File: config.mk
export PLATFORM = sky130hd
export DESIGN_NAME = div_iter_flat
export DESIGN_NICKNAME = d
export VERILOG_FILES = /design/src/rtl/div_iter_pkg.sv /design/src/rtl/div_iter_if.sv /design/src/rtl/div_iter.sv /design/src/flat_wrapper.sv
export SDC_FILE = /design/constraint.sdc
export NUM_CORES = 1
export LEC_CHECK = 0
export ABC_CLOCK_PERIOD_IN_PS = 6200
export BUFFER_PORTS_ARGS = -buffer_cell sky130_fd_sc_hd__buf_4
export CAP_MARGIN = 15
export CORE_MARGIN = 2
export CORE_UTILIZATION = 53
export CTS_CLUSTER_SIZE = 14
export DETAILED_ROUTE_END_ITERATION = 6
export PLACE_DENSITY_LB_ADDON = 0.12
export SKIP_CTS_REPAIR_TIMING = 1
export SLEW_MARGIN = 5
export SYNTH_ARGS = -nofsm -noshare
export SYNTH_HDL_FRONTEND = slang
export SYNTH_SLANG_ARGS = --single-unit
File: constraint.sdc
create_clock -name clk -period 6.2 [get_ports clk]
set_input_delay 0.93 -clock clk [delete_from_list [all_inputs] [get_ports clk]]
set_output_delay 0.93 -clock clk [all_outputs]
set_load 0.1 [all_outputs]
File: src/rtl/div_iter_pkg.sv
// Shared ALU-control encodings and operand width for the iterative divider.
package div_iter_pkg;

  localparam int DIV_WIDTH = 32;

  // ALU control codes, identical to the EX-stage decoder encodings
  localparam logic [7:0] EXE_DIV_OP  = 8'b00011010;
  localparam logic [7:0] EXE_DIVU_OP = 8'b00011011;
  localparam logic [7:0] EXE_ADD_OP  = 8'b00100000;

  function automatic logic is_div_op(input logic [7:0] code);
    return (code == EXE_DIV_OP) || (code == EXE_DIVU_OP);
  endfunction

endpackage

File: src/rtl/div_iter_if.sv
// EX-stage to divider bundle: operation request, hazard stall and HI/LO result.
interface div_iter_if
  import div_iter_pkg::*;
#(
  parameter int WIDTH = DIV_WIDTH
);

  logic [7:0]         alucontrol;
  logic               start;
  logic               flush;
  logic [WIDTH-1:0]   a;
  logic [WIDTH-1:0]   b;
  logic               stall_div;
  logic               ready;
  logic [2*WIDTH-1:0] result;

  modport master (
    output alucontrol, start, flush, a, b,
    input  stall_div, ready, result
  );

  modport slave (
    input  alucontrol, start, flush, a, b,
    output stall_div, ready, result
  );

endinterface

File: src/rtl/div_iter.sv
// Iterative restoring 32-bit divider (DIV/DIVU), quotient to LO, remainder to HI.
// Latency: accept cycle + 32 BUSY cycles; ready is a one-cycle pulse in cycle 34.
// Backpressure: stall_div holds IF..EX from accept until the cycle before ready.
module div_iter
  import div_iter_pkg::*;
#(
  parameter int WIDTH = DIV_WIDTH
) (
  input  logic       clk,
  input  logic       rst,
  div_iter_if.slave  dif
);

  localparam int CW = $clog2(WIDTH);
  localparam logic [CW-1:0] LAST = CW'(WIDTH - 1);

  typedef enum logic [1:0] {
    IDLE = 2'd0,
    BUSY = 2'd1,
    DONE = 2'd2
  } state_t;

  state_t           state;
  logic [CW-1:0]    counter;
  logic [2*WIDTH:0] work;
  logic [WIDTH-1:0] divisor;
  logic             sign_q;
  logic             sign_r;
  logic             divzero;

  logic             is_signed;
  logic             accept;
  logic [WIDTH-1:0] a_mag;
  logic [WIDTH-1:0] b_mag;
  logic [2*WIDTH:0] shifted;
  logic [WIDTH:0]   diff;
  logic [2*WIDTH:0] step;
  logic [WIDTH-1:0] quo;
  logic [WIDTH-1:0] rem;
  logic [WIDTH-1:0] final_q;
  logic [WIDTH-1:0] final_r;

  assign is_signed = (dif.alucontrol == EXE_DIV_OP);
  assign accept    = (state == IDLE) && dif.start && is_div_op(dif.alucontrol) && !dif.flush;
  assign a_mag     = (is_signed && dif.a[WIDTH-1]) ? -dif.a : dif.a;
  assign b_mag     = (is_signed && dif.b[WIDTH-1]) ? -dif.b : dif.b;

  assign dif.stall_div = accept || (state == BUSY);

  // One restoring step: shift in the next dividend bit, subtract if it fits.
  always_comb begin
    shifted = work << 1;
    diff    = shifted[2*WIDTH:WIDTH] - {1'b0, divisor};
    step    = shifted;
    if (!diff[WIDTH]) begin
      step = {diff, shifted[WIDTH-1:1], 1'b1};
    end
    quo     = step[WIDTH-1:0];
    rem     = step[2*WIDTH-1:WIDTH];
    final_q = divzero ? {WIDTH{1'b1}} : (sign_q ? -quo : quo);
    // With b == 0 the remainder is |a|; re-applying sign_r restores the raw dividend.
    final_r = sign_r ? -rem : rem;
  end

  always_ff @(posedge clk or posedge rst) begin
    if (rst) begin
      state      <= IDLE;
      counter    <= '0;
      work       <= '0;
      divisor    <= '0;
      sign_q     <= 1'b0;
      sign_r     <= 1'b0;
      divzero    <= 1'b0;
      dif.ready  <= 1'b0;
      dif.result <= '0;
    end else begin
      dif.ready <= 1'b0;
      case (state)
        IDLE: begin
          if (accept) begin
            work    <= {{(WIDTH+1){1'b0}}, a_mag};
            divisor <= b_mag;
            sign_q  <= is_signed && (dif.a[WIDTH-1] ^ dif.b[WIDTH-1]);
            sign_r  <= is_signed && dif.a[WIDTH-1];
            divzero <= (dif.b == '0);
            counter <= '0;
            state   <= BUSY;
          end
        end
        BUSY: begin
          if (dif.flush) begin
            state <= IDLE;
          end else begin
            work    <= step;
            counter <= counter + 1'b1;
            if (counter == LAST) begin
              state      <= DONE;
              dif.ready  <= 1'b1;
              dif.result <= {final_r, final_q};
            end
          end
        end
        DONE:    state <= IDLE;
        default: state <= IDLE;
      endcase
    end
  end

endmodule

File: src/flat_wrapper.sv
// flat-port wrapper written by rule: the top's interface ports become plain ports
module div_iter_flat import div_iter_pkg::*;
#(
  parameter int WIDTH = DIV_WIDTH
)
  (clk, rst, dif_alucontrol, dif_start, dif_flush, dif_a, dif_b, dif_stall_div, dif_ready, dif_result);
  div_iter_if #(.WIDTH(WIDTH)) dif_i ();
  input  logic clk;
  input  logic rst;
  input wire logic [$bits(dif_i.alucontrol)-1:0] dif_alucontrol;
  input wire logic [$bits(dif_i.start)-1:0] dif_start;
  input wire logic [$bits(dif_i.flush)-1:0] dif_flush;
  input wire logic [$bits(dif_i.a)-1:0] dif_a;
  input wire logic [$bits(dif_i.b)-1:0] dif_b;
  output wire logic [$bits(dif_i.stall_div)-1:0] dif_stall_div;
  output wire logic [$bits(dif_i.ready)-1:0] dif_ready;
  output wire logic [$bits(dif_i.result)-1:0] dif_result;
  assign dif_i.alucontrol = dif_alucontrol;
  assign dif_i.start = dif_start;
  assign dif_i.flush = dif_flush;
  assign dif_i.a = dif_a;
  assign dif_i.b = dif_b;
  assign dif_stall_div = dif_i.stall_div;
  assign dif_ready = dif_i.ready;
  assign dif_result = dif_i.result;
  div_iter #(.WIDTH(WIDTH)) u_core (.clk(clk), .rst(rst), .dif(dif_i));
endmodule
==> run metrics <==
core area 22700 um2; pre-CTS WS 877 ps; DIE HEIGHT 157 um; Hold Crit Start u_core.dif.result[2]; RSZ-0062 raised after global routing no; initial antenna violation count 0; Worst-Skew Late Latency 440 ps; setup TNS 0 ps; Worst-Margin Slew 922 ps; WP data required 6490 ps; vias in the first global route 10416; max-cap viol count 0; dpl cell area 13500 um2; reg-to-reg endpoint u_core.dif.result[50]; async set-reset flop share out of synthesis 100%; first-pass GRT wire length 58200 um; Final Skew 16.7 ps; total gr overflow 0; Yosys warnings 0; most frequent cells after synthesis nand2_1 (197), o21ai_0 (175), dfrtp_1 (171), a21oi_1 (136), nor2_1 (131); Mapped Cells 1530; Relative slew margins 38.1%; Final Max Slew Viols 0; syn_nets 1645; DP HPWL 27400 um; DRC violations left 3; worst min-delay path class flop to flop; final period utilization 88.4%; row count 55; outcome finished, violations left; area grow syn2layout 14.7%; r2r setup slk 720 ps; Avg Inst Size Synth 8.06 um2; Cell Area, Synth 12300 um2; library cells used by synthesis 86; Routed WL per cell 19.0 um; Die X 157 um; PwrDens 322 nW/um2; hold path cells 2; post-layout net count 1738; # H-tree levels 4; clk buf depth 2; I/O pins 142; Storage cell area 4280 um2; ranking of synthesized cells by area dfrtp_1 (35%), o21ai_0 (7.1%), nand2_1 (6.0%), a21oi_1 (5.5%), xnor2_1 (5.1%); failing checks design-rule violations; dominant cell type by area after synthesis dfrtp_1; leakage 6.36 nW; Worst-path clk slew 70 ps; initial DRC count 1117; Yosys top cell area share 34.7%; Max FO, Critical Path 16; # clock sinks 171; Design Area, Final 14100 um2; hold endpoint u_core.dif.result[2]; WL final 36400 um; CP Launch Type flop; root buf cell clkbuf_16; type of destination of the critical path flop; largest net degree at the start of global routing 84; post-synthesis sequential area ratio 34.7%; fmax 0.183 GHz; #FFs+latches synth 171; critical path type flop to flop; CTS tree yes; Setup WS post-layout 721 ps; Fillers 2067; prevailing post-synth register cell dfrtp_1; count of input and output buffers 141; Reg-to-Reg Start u_core.work[31]; layout cells sized above 1 15.0%; final hold vios 0; vias 11590; count leader, synth nand2_1; IR Drop Worst-Case VDD 0.000295 V; area of the multi-input gates 7520 um2; Num CTS Buffers 17; FF-to-FF path depth 22; Final setup viols 0; Die ar. 24500 um2; routed vias/inst 6.03; Initial Util 54.3%; GRT Total Usage 30.5%; EDFF count, synth 0; Placer Congestion 0.954; drt pass-1 iters 7; clock period minus worst slack 5480 ps; Critical Path AT 5770 ps; number of routed nets with antenna violations 0; Antenna diodes 0
[registers in the layout, indices dropped and copies added, names as in the netlist]
signal and flops:
u_core.dif.result 64, u_core.work 64, u_core.divisor 32, u_core.counter 5, u_core.state 2, u_core.dif.ready 1
u_core.divzero 1, u_core.sign_q 1, u_core.sign_r 1
[cell families after synthesis]
| group | Yosys count | share of synthesized area [%] |
|---|---|---|
| xor+xnor | 136 | 9.72 |
| flops | 171 | 34.7 |
| simple gates | 549 | 21.7 |
| buf+inv | 139 | 4.40 |
| mux | 38 | 3.15 |
| fa+ha+maj | 39 | 4.02 |
| compound gates | 458 | 22.3 |
[per-stage QoR]
step	hold WS, ps	power, mW	utilization [%]	instances
6_report	469	4.55	62.2	1921
5_1_grt	504	4.78	62.2	1921
4_1_cts	474	4.50	62.2	1920
3_5_place_dp	457	3.41	59.6	1888
3_3_place_gp	458	3.42	59.6	1888
2_1_floorplan	450	2.82	-	1530
[layer usage]
layer  vias to the layer above  share of wire (%)  GRT usage (%)
met3                        43                7.9           5.37
met4                         0                1.3           6.25
met2                       445                 40           41.0
met1                      5462                 51           50.1
li1                       5640                  -              -
met5                         -                  0              0
[placed cells by master (no fill, tap or decap), types with 22 or more instances in the layout]
cell type  count
nor3_1        35
nor2_1       131
mux2i_1       32
o21ai_0      175
a21oi_1      136
xor2_1        63
nand3_1       47
xnor2_1       72
inv_1         53
buf_4        156
dfrtp_1      171
or3_1         22
nand2_1      196
ha_1          38
[area by class of cell]
| class | instances | share of cell area [%] |
|---|---|---|
| Inverter | 56 | 1.52 |
| Sequential cell | 171 | 30.3 |
| Timing Repair Buffer | 157 | 8.32 |
| Tap cell | 285 | 2.52 |
| Multi-Input combinational cell | 1220 | 53.2 |
| Clock buffer | 18 | 3.11 |
| Clock inverter | 14 | 1.05 |
[worst max path at each step]
| stage | endpoint | depth (start not counted) | slack (ps) | start |
|---|---|---|---|---|
| floorplan | u_core.counter[0] | 1 | 640 | rst |
| global placement | u_core.dif.result[58] | 22 | 920 | u_core.work[31] |
| detailed placement | u_core.dif.result[58] | 22 | 880 | u_core.work[31] |
| CTS | u_core.dif.result[50] | 22 | 810 | u_core.work[31] |
| global route | u_core.dif.result[58] | 22 | 360 | u_core.work[31] |
| finish | u_core.dif.result[50] | 22 | 720 | u_core.work[31] |
[power breakdown]
part | internal (mW) | total [mW] | switching [mW] | leakage (nW)
Sequential | 1.15 | 1.22 | 0.0661 | 2.37
Clock | 0.549 | 1.09 | 0.537 | 0.280
Combinational | 0.805 | 2.24 | 1.44 | 3.71
[worst max-delay path, stage by stage, from the launching register on]
cell      delay (ps)
dfrtp_1          430
inv_1             80
ha_1             200
fa_1             390
nand2b_1         210
a211oi_4         420
o31ai_4          130
a21boi_2         250
o211a_1          300
nor3_4           150
nor2_4           130
inv_2             60
buf_4            200
a21oi_1          250
ha_1             260
nand2_1          100
nor4_2           580
nand2_1          140
nor3_1           180
o22ai_1          150
o41ai_1          460
xnor2_1          180
o21ai_1           80
No activity file was read; power rests on OpenSTA's default activity.
